**src/rtl/core_pkg.sv**
```systemverilog
// Shared types and constants for the core front-end control blocks.
package core_pkg;

    typedef enum logic [1:0] {
        PC_SEQ    = 2'b00,
        PC_BRANCH = 2'b01,
        PC_JUMP   = 2'b10,
        PC_ZERO   = 2'b11
    } pc_sel_e;

    typedef enum logic [1:0] {
        INIT,
        RUN,
        FLUSH,
        HALTED
    } pcseq_state_e;

    localparam int FLUSH_CNT_W = 3;

    // Bit positions inside the one-hot redirect winner vector.
    localparam int WIN_JUMP    = 0;
    localparam int WIN_BRANCH  = 1;
    localparam int WIN_RESTART = 2;

    function automatic logic is_redirect(input logic [2:0] winner);
        return |winner;
    endfunction

endpackage

```
**src/rtl/pc_sequencer_redirect_arb.sv**
```systemverilog
// Fixed-priority pick between restart, taken branch and register jump.
// Branch and jump requests are masked while the gate is active because they come from squashed work.
module redirect_arb
    import core_pkg::*;
(
    input  logic        restart_req,
    input  logic        br_valid,
    input  logic [31:0] br_target,
    input  logic        jr_valid,
    input  logic [31:0] jr_target,
    input  logic        flush_active,
    output logic [2:0]  winner,
    output logic [31:0] target
);

    always_comb begin
        winner = '0;
        target = '0;
        if (restart_req) begin
            winner[WIN_RESTART] = 1'b1;
        end else if (br_valid && !flush_active) begin
            winner[WIN_BRANCH] = 1'b1;
            target             = br_target;
        end else if (jr_valid && !flush_active) begin
            winner[WIN_JUMP] = 1'b1;
            target           = jr_target;
        end
    end

endmodule

```
**src/rtl/pc_sequencer.sv**
```systemverilog
// Drives the PC register select/targets each cycle and produces the flush pulse-train after redirects.
// Holding the PC is done by selecting the branch input with pc_in fed back as the target.
module pc_sequencer
    import core_pkg::*;
#(
    parameter int FLUSH_CYCLES = 2,
    parameter int INIT_CYCLES  = 1
) (
    input  logic        clk,
    input  logic        reset,
    input  logic [31:0] pc_in,
    input  logic        br_valid,
    input  logic [31:0] br_target,
    input  logic        jr_valid,
    input  logic [31:0] jr_target,
    input  logic        restart_req,
    input  logic        halt_req,
    input  logic        stall,
    input  logic        imem_ready,
    output logic [1:0]  pc_choice,
    output logic [31:0] pc_branch_target,
    output logic [31:0] pc_jump_target,
    output logic        fetch_valid,
    output logic        flush,
    output logic        halted
);

    localparam logic [FLUSH_CNT_W-1:0] FLUSH_LOAD = FLUSH_CNT_W'(FLUSH_CYCLES);
    localparam logic [FLUSH_CNT_W-1:0] INIT_LAST  = FLUSH_CNT_W'(INIT_CYCLES - 1);

    pcseq_state_e            state;
    logic [FLUSH_CNT_W-1:0]  init_cnt;
    logic [FLUSH_CNT_W-1:0]  flush_cnt;
    logic [2:0]              winner;
    logic [31:0]             redir_target;
    logic                    redirect;
    logic                    hold;

    redirect_arb u_arb (
        .restart_req  (restart_req),
        .br_valid     (br_valid),
        .br_target    (br_target),
        .jr_valid     (jr_valid),
        .jr_target    (jr_target),
        .flush_active (state != RUN),
        .winner       (winner),
        .target       (redir_target)
    );

    assign redirect = is_redirect(winner);

    always_ff @(posedge clk) begin
        if (reset) begin
            state     <= INIT;
            init_cnt  <= '0;
            flush_cnt <= '0;
        end else begin
            case (state)
                INIT: begin
                    if (init_cnt >= INIT_LAST) begin
                        state <= RUN;
                    end else begin
                        init_cnt <= init_cnt + 1'b1;
                    end
                end
                RUN: begin
                    if (redirect) begin
                        state     <= FLUSH;
                        flush_cnt <= FLUSH_LOAD;
                    end else if (halt_req) begin
                        state <= HALTED;
                    end
                end
                FLUSH: begin
                    if (redirect) begin
                        flush_cnt <= FLUSH_LOAD;
                    end else if (halt_req) begin
                        state     <= HALTED;
                        flush_cnt <= '0;
                    end else if (flush_cnt <= 1) begin
                        state     <= RUN;
                        flush_cnt <= '0;
                    end else begin
                        flush_cnt <= flush_cnt - 1'b1;
                    end
                end
                HALTED: begin
                    if (restart_req) begin
                        state     <= FLUSH;
                        flush_cnt <= FLUSH_LOAD;
                    end else if (!halt_req) begin
                        state <= RUN;
                    end
                end
                default: state <= INIT;
            endcase
        end
    end

    // PC steering is combinational so the PC register follows in the same edge.
    always_comb begin
        pc_choice        = PC_SEQ;
        pc_branch_target = br_target;
        pc_jump_target   = jr_target;
        fetch_valid      = 1'b0;
        hold             = 1'b0;
        if (reset) begin
            pc_choice        = PC_ZERO;
            pc_branch_target = pc_in;
            pc_jump_target   = pc_in;
        end else begin
            case (state)
                INIT: pc_choice = PC_ZERO;
                RUN, FLUSH: begin
                    if (winner[WIN_RESTART]) begin
                        pc_choice = PC_ZERO;
                    end else if (winner[WIN_BRANCH]) begin
                        pc_choice        = PC_BRANCH;
                        pc_branch_target = redir_target;
                    end else if (winner[WIN_JUMP]) begin
                        pc_choice      = PC_JUMP;
                        pc_jump_target = redir_target;
                    end else if (halt_req || stall || !imem_ready) begin
                        hold = 1'b1;
                    end else begin
                        pc_choice   = PC_SEQ;
                        fetch_valid = 1'b1;
                    end
                end
                HALTED: begin
                    if (restart_req) begin
                        pc_choice = PC_ZERO;
                    end else begin
                        hold = 1'b1;
                    end
                end
                default: pc_choice = PC_ZERO;
            endcase
            if (hold) begin
                pc_choice        = PC_BRANCH;
                pc_branch_target = pc_in;
                pc_jump_target   = pc_in;
            end
        end
    end

    always_comb begin
        flush  = (state == FLUSH) && !reset;
        halted = (state == HALTED) && !reset;
    end

endmodule
```
**config.mk**
```make
export PLATFORM = sky130hd
export DESIGN_NAME = pc_sequencer
export DESIGN_NICKNAME = d
export VERILOG_FILES = /design/src/rtl/core_pkg.sv /design/src/rtl/pc_sequencer_redirect_arb.sv /design/src/rtl/pc_sequencer.sv
export SDC_FILE = /design/constraint.sdc
export NUM_CORES = 1
export LEC_CHECK = 0
export CAP_MARGIN = 20
export CELL_PAD_IN_SITES_DETAIL_PLACEMENT = 1
export CELL_PAD_IN_SITES_GLOBAL_PLACEMENT = 1
export CORE_MARGIN = 1
export CORE_UTILIZATION = 15
export DETAILED_ROUTE_END_ITERATION = 6
export GPL_TIMING_DRIVEN = 0
export PLACE_DENSITY = 0.89
export SYNTH_ARGS = -nofsm -noshare
export SYNTH_HDL_FRONTEND = slang
export SYNTH_SLANG_ARGS = --single-unit
```
**constraint.sdc**
```tcl
create_clock -name clk -period 2.1 [get_ports clk]
set_input_delay 0.42 -clock clk [delete_from_list [all_inputs] [get_ports clk]]
set_output_delay 0.42 -clock clk [all_outputs]
set_load 0.02 [all_outputs]
```
[After elaboration in Yosys (flattened, before gate mapping)]
Index checks and enable logic that the tools add are counted.
Word-level totals
  register bits: 8
  input port bits: 104
Cells by class
  add/sub/neg operators: 2
  order comparisons: 2
  eq/ne operators: 11
  muxes and demuxes: 54
  bitwise operators: 1
  reductions and logical operators: 16
Operator list (count)
  $mux W32: 14
  $mux W2: 15
  $mux W1: 16
  $mux W3: 5
  $ne A3 B3 Y1 const B: 3
  $pmux W3 S3: 1
  $ne A2 B2 Y1 const B: 4
  $pmux W2 S4: 1
  $pmux W2 S3: 1
  $reduce_and A5 Y1: 1
  $eq A2 B2 Y1 const B: 2
  $logic_and A1 B1 Y1: 4
  $add A3 B1 Y3 const B: 1
  $ge A3 B1 Y1 const B: 1
  $le A3 B1 Y1 const B: 1
  $logic_not A1 Y1: 3
  $reduce_and A3 Y1: 1
  $reduce_bool A3 Y1: 1
  $reduce_or A3 Y1: 1
  $sub A3 B1 Y3 const B: 1
  $eq A2 B1 Y1 const B: 1
  $logic_not A2 Y1: 1
  $logic_or A1 B1 Y1: 2
  $ne A2 B1 Y1 const B: 1
  4 further kinds: 4

[Depth between registers and ports, before layout]
  depth in word-level cells: 13
  mapped depth: 7
  depth with buffers taken out: 6

[Hierarchy]
From an unflattened synthesis, not the netlist that was laid out.
Unflattened totals
  cells, all modules: 323
  area, all modules: 2821.5 um2
By module, submodules not included
  pc_sequencer: times used 1, cells each 207, area an instance 2053.2 um2, sequential area each 100.1 um2
  redirect_arb: times used 1, cells each 116, area an instance 768.2 um2, sequential area each 0.0 um2

[Least setup slack after synthesis]
No wires, ideal clock.
  kind: reg2out
  start: register state[1]
  end: output pc_branch_target[0]
  arrival time: 1.915 ns
  data required time: 1.680 ns
  setup slack: -0.235 ns
  stages on the path, launching flop included: 8
  path buffers: 1
  path through: dfxtp_1 inv_1 ha_1 o21ai_2 nand3_2 o31ai_4 buf_6 mux2_1
On the way
  longest elaborated chain between the ends: 13
  elaborated cells on any way between the ends: 25
Ends and longest elaborated chain
  start, declared: line pc_sequencer.sv:31  | pcseq_state_e state;
  start signal, assigned: line pc_sequencer.sv:54  | state <= INIT;
  start signal, assigned: line pc_sequencer.sv:61  | state <= RUN;
  start signal, assigned: line pc_sequencer.sv:68  | state <= FLUSH;
  $ne A2 B1 Y1: line pc_sequencer.sv:45  | .flush_active (state != RUN),
  $logic_not A1 Y1: line pc_sequencer_redirect_arb.sv:21, pc_sequencer_redirect_arb.sv:24
  $logic_and A1 B1 Y1: line pc_sequencer_redirect_arb.sv:24  | end else if (jr_valid && !flush_active) begin
  $mux W1: line pc_sequencer_redirect_arb.sv:24
  $mux W1: line pc_sequencer_redirect_arb.sv:21  | end else if (br_valid && !flush_active) begin
  $mux W2: line pc_sequencer_redirect_arb.sv:19  | if (restart_req) begin
  $mux W1: line pc_sequencer.sv:120  | end else if (winner[WIN_JUMP]) begin
  $mux W1: line pc_sequencer.sv:117  | end else if (winner[WIN_BRANCH]) begin
  $mux W1: line pc_sequencer.sv:115  | if (winner[WIN_RESTART]) begin
  $pmux W1 S2: line pc_sequencer.sv:112  | case (state)
  $mux W1: line pc_sequencer.sv:107  | if (reset) begin
  $mux W32 *: line pc_sequencer.sv:139  | if (hold) begin
  $mux W32 *: line pc_sequencer.sv:107
  end, declared: line pc_sequencer.sv:21  | output logic [31:0] pc_branch_target,
Mark *: on every way between the ends. The rest lies on a longest branch, timed or not. The select of a mux whose other input is x is not followed.

[Final worst setup path]
  start: register state[1]
  end: output pc_jump_target[5]
On the way
  longest elaborated chain between the ends: 13
  elaborated cells on any way between the ends: 26
Ends and longest elaborated chain
  $ne A2 B1 Y1: line pc_sequencer.sv:45
  $logic_not A1 Y1: line pc_sequencer_redirect_arb.sv:21, pc_sequencer_redirect_arb.sv:24
  $logic_and A1 B1 Y1: line pc_sequencer_redirect_arb.sv:24
  $mux W1: line pc_sequencer_redirect_arb.sv:24
  $mux W1: line pc_sequencer_redirect_arb.sv:21
  $mux W2: line pc_sequencer_redirect_arb.sv:19
  $mux W1: line pc_sequencer.sv:120
  $mux W1: line pc_sequencer.sv:117
  $mux W1: line pc_sequencer.sv:115
  $pmux W1 S2: line pc_sequencer.sv:112
  $mux W1: line pc_sequencer.sv:107
  $mux W32 *: line pc_sequencer.sv:139
  $mux W32 *: line pc_sequencer.sv:107
  end, declared: line pc_sequencer.sv:22  | output logic [31:0] pc_jump_target,
Marked as above.

==> out/qor.log <==
[global_routing] via count of the first global-routing pass 1,927
[logic_synthesis] net count of the mapped netlist 250
[setup_path] startpoint type of the worst setup path flip-flop
[floorplanning] Die Area 9264 µm²
[route] highest metal layer with signal wires met4
[sta] final hold slack 0.5370 ns
[logic_synthesis] largest area contributor in the synthesized netlist sky130_fd_sc_hd__mux2_1
[power] ratio of total power to cell area 619.0 nW/µm²
[clocking] CTS HTree Levels 1
[sta] Setup violations, final 66
[logic_synthesis] Post-synth top flop sky130_fd_sc_hd__dfxtp_1
[clocking] maximum root-to-sink buffer count 2
[route] routed length on met3 603 µm
[sta] Slew HR 58.51%
[floorplanning] I/O Pins 173
[global_routing] largest net degree at the start of global routing 11
[sta] Worst Max-Slew Pin Slew 0.6208 ns
[route] drt initial violations 16
[logic_synthesis] distinct cell type count of the synthesized netlist 35
[route] detailed-route DRC error count 0
[placed_design] Placement Setup Slack -1.427 ns
[clocking] CTS tree built
[layout] signed area change from the synthesized netlist to the final layout 162.0%
[hold_path] Tightest Hold Check Type reg -> reg
[sta] maximum achievable frequency 388.9 MHz
[power] Sequential Power Share 7.4%
[logic_synthesis] top-area cell type share of the netlist area 50.70%
[logic_synthesis] number of instances in the synthesized netlist 140
[setup_path] required time of the worst setup path 1.68 ns
[setup_path] most frequent cell on the critical path sky130_fd_sc_hd__buf_12
[setup_path] CP Capture Type output pin
[run] count of maximum capacitance violations 0
[layout] register cell area after layout 105.1 µm²
[power] share of total power in the clock network 8.3%
[route] via count 1,897
[layout] fin nets 436
[power] worst ir drop on vdd 0.3889 mV
[layout] Fill cells 984
[floorplanning] die width 96.25 µm
[logic_synthesis] synthesized area per cell 9.518 µm²
[setup_path] timing endpoint of the critical path pc_jump_target[5]
[sta] setup repair after global routing missed its margin yes
[clocking] number of buffers created by CTS 3
[route] first-pass iteration count of the detailed router 6
[logic_synthesis] largest cells by area after synthesis sky130_fd_sc_hd__mux2_1 (51%), sky130_fd_sc_hd__dfxtp_1 (7.5%), sky130_fd_sc_hd__ha_1 (5.6%), sky130_fd_sc_hd__buf_6 (5.1%), sky130_fd_sc_hd__mux2_2 (4.2%)
[layout] most common library cell in the layout ignoring fill and taps sky130_fd_sc_hd__clkdlybuf4s50_1
[layout] multi-input combinational cell area 1282 µm²
[setup_path] Worst Path Class, Setup reg -> out
[logic_synthesis] synthesis-stage register bit count 5
[global_routing] sum of overflow across all layers after global routing 0
[power] Internal Dissipation 0.001258 W
[setup_path] WP data arrival 2.15 ns
[sta] crit share post-route 122.4%
[route] Via density 4.381
[global_routing] antenna violations before repair 0
[clocking] number of sinks handled by clock tree synthesis 5
[route] Routed WL 8.066 mm
[sta] maximum clock skew at final layout 0.002127 ns
[setup_path] flop-to-flop setup slack 0.24 ns
[placed_design] number of buffers inserted by port buffering 170
[global_routing] aggregate global-route resource usage 13.89%
[clocking] worst skew pair latency 0.22 ns
[power] combinational power share 84.3%
[layout] commonest cells after routing, fill and taps aside sky130_fd_sc_hd__clkdlybuf4s50_1 (97), sky130_fd_sc_hd__buf_6 (43), sky130_fd_sc_hd__mux2_2 (34)
[floorplanning] core area 8678 µm²
[setup_path] critical path's slowest cell sky130_fd_sc_hd__dfxtp_2
[setup_path] CP cell instances inv_4 -> ha_4 -> nand3_4 -> o31ai_4 -> buf_12 -> buf_12 -> mux2_2 -> buf_2
[setup_path] critical path startpoint state[1]
[sta] Post-Route Setup TNS -28.01 ns
[logic_synthesis] ys async rst share 0%
[sta] clock period minus final worst setup slack 2.571 ns
[power] PnR Total Power 0.002161 W
[floorplanning] starting density of the core 15.35%
[global_routing] global-route wire length before repair 9.818 mm
[logic_synthesis] sequential-to-total area share from yosys stat 7.512%
[floorplanning] std cell rows 34
[route] M1 wire length 2.824 mm
[floorplanning] overall die height 96.25 µm
[setup_path] worst reg2reg path depth 6
[layout] fraction of layout cells with a size suffix above 1 51.08%
[sta] hold violation total from the final report 0
[power] Net Switching 0.0009026 W
[placed_design] GP Congestion 0.7572
[placed_design] final HPWL from detailed placement 6.265 mm
[route] post-detailed-route wirelength per cell 18.63 µm
[logic_synthesis] combined area of all synthesized cells 1333 µm²
[sta] fin. max-slew vios 0
[clocking] root buf cell sky130_fd_sc_hd__clkbuf_8
[clocking] clock transition at the registers of the reported paths 0.03 ns
[power] switching portion of total power 41.77%
[route] Detail Route Antenna Nets 0
[sta] final critical-path setup slack -0.4712 ns
[logic_synthesis] Yosys warnings 0
[setup_path] start of the worst register-to-register path flush_cnt[1]
[layout] number of antenna diodes 0
[logic_synthesis] number of synthesized flops with an enable pin 0
[setup_path] destination of the worst register-to-register timing path flush_cnt[2]
[setup_path] crit path max fanout 10
[power] leakage dissipation 1.529 nW
[run_status] violations in the final reports negative setup slack
[route] Met2 Wirelength 4.541 mm
[run_status] run status complete, but fails checks
[setup_path] critical path's largest stage delay 0.35 ns
==> routing by layer <==
layer | track usage (%) | up-vias
met4 | 4.104 | 0
li1 | - | 895
met5 | 0 | -
met1 | 14.31 | 904
met3 | 2.686 | 8
met2 | 27.78 | 90
==> logic make-up after synthesis <==
group	synth area share, %
flip-flops	7.512
AND/OR/NAND/NOR	9.954
buffers and inverters	8.450
adder cells (fa/ha/maj)	5.634
AO/OA/AOI/OAI	12.77
multiplexers	55.68
==> worst min path at each step <==
stage / from / to / slack (ns) / cells after the start
floorplan: flush_cnt[1] / flush_cnt[1] / 0.50 / 2
global placement: state[0] / state[0] / 0.52 / 2
detailed placement: state[0] / state[0] / 0.53 / 2
CTS: state[0] / state[0] / 0.54 / 2
global route: state[0] / state[1] / 0.57 / 2
finish: state[0] / state[1] / 0.54 / 2
==> critical path, delay by kind of cell (launching register included) <==
| family | cells | cell delay [ns] |
|---|---|---|
| buf+inv | 4 | 0.55 |
| flops | 1 | 0.35 |
| mux | 1 | 0.33 |
| compound gates | 1 | 0.30 |
| fa+ha+maj | 1 | 0.29 |
| simple gates | 1 | 0.08 |
==> power groups by stage <==
stage	logic [W]	registers [W]	clock network, W
after floorplan	0.000925	0.000154	0
after CTS	0.00160	0.000159	0.000187
after detailed placement	0.00161	0.000160	0
final	0.00182	0.000160	0.000180
after global routing	0.00193	0.000165	0.000193
after global placement	0.00159	0.000157	0
==> cell type report <==
class / count / share of cell area (%)
inverters: 9 / 1.111
well taps: 108 / 3.871
repair buffers: 181 / 50.11
flip-flops and latches: 5 / 3.011
multi-input cells: 118 / 36.74
clock buffers: 4 / 1.290
plain buffers: 8 / 3.871
==> cells in the mapped netlist (all sizes together) (2+ instances only) <==
cell,count
mux2,65
inv,9
buf,7
nor2,7
ha,6
dfxtp,5
nand2,5
o21ai,4
a21oi,3
nand3,3
nor3,3
nor2b,2
o22ai,2
o2bb2ai,2
==> registers in the layout (all words and copies together) (netlist names) <==
name,count
flush_cnt,3
state,2
==> stage by stage <==
step | instance area (µm²) | instances | util [%]
finish | 3491 | 433 | 40.22
global route | 3491 | 433 | 40.22
CTS | 3286 | 429 | 37.86
detailed placement | 3246 | 418 | 37.40
global placement | 3246 | 418 | 37.40
floorplan | 1409 | 140 | -
==> timing repair <==
| item | 4_1_cts | 5_1_grt |
|---|---|---|
| pin swaps | 6 | 4 |
| hold endpoints to repair | 0 | 0 |
| cloned | 0 | 2 |
| endpoints found under the setup margin | 70 | 69 |
| gates resized for setup | 246 | 156 |
| hold buffers | 0 | 0 |
| buffers inserted | 7 | 3 |
No activity file was read; power rests on OpenSTA's default activity.
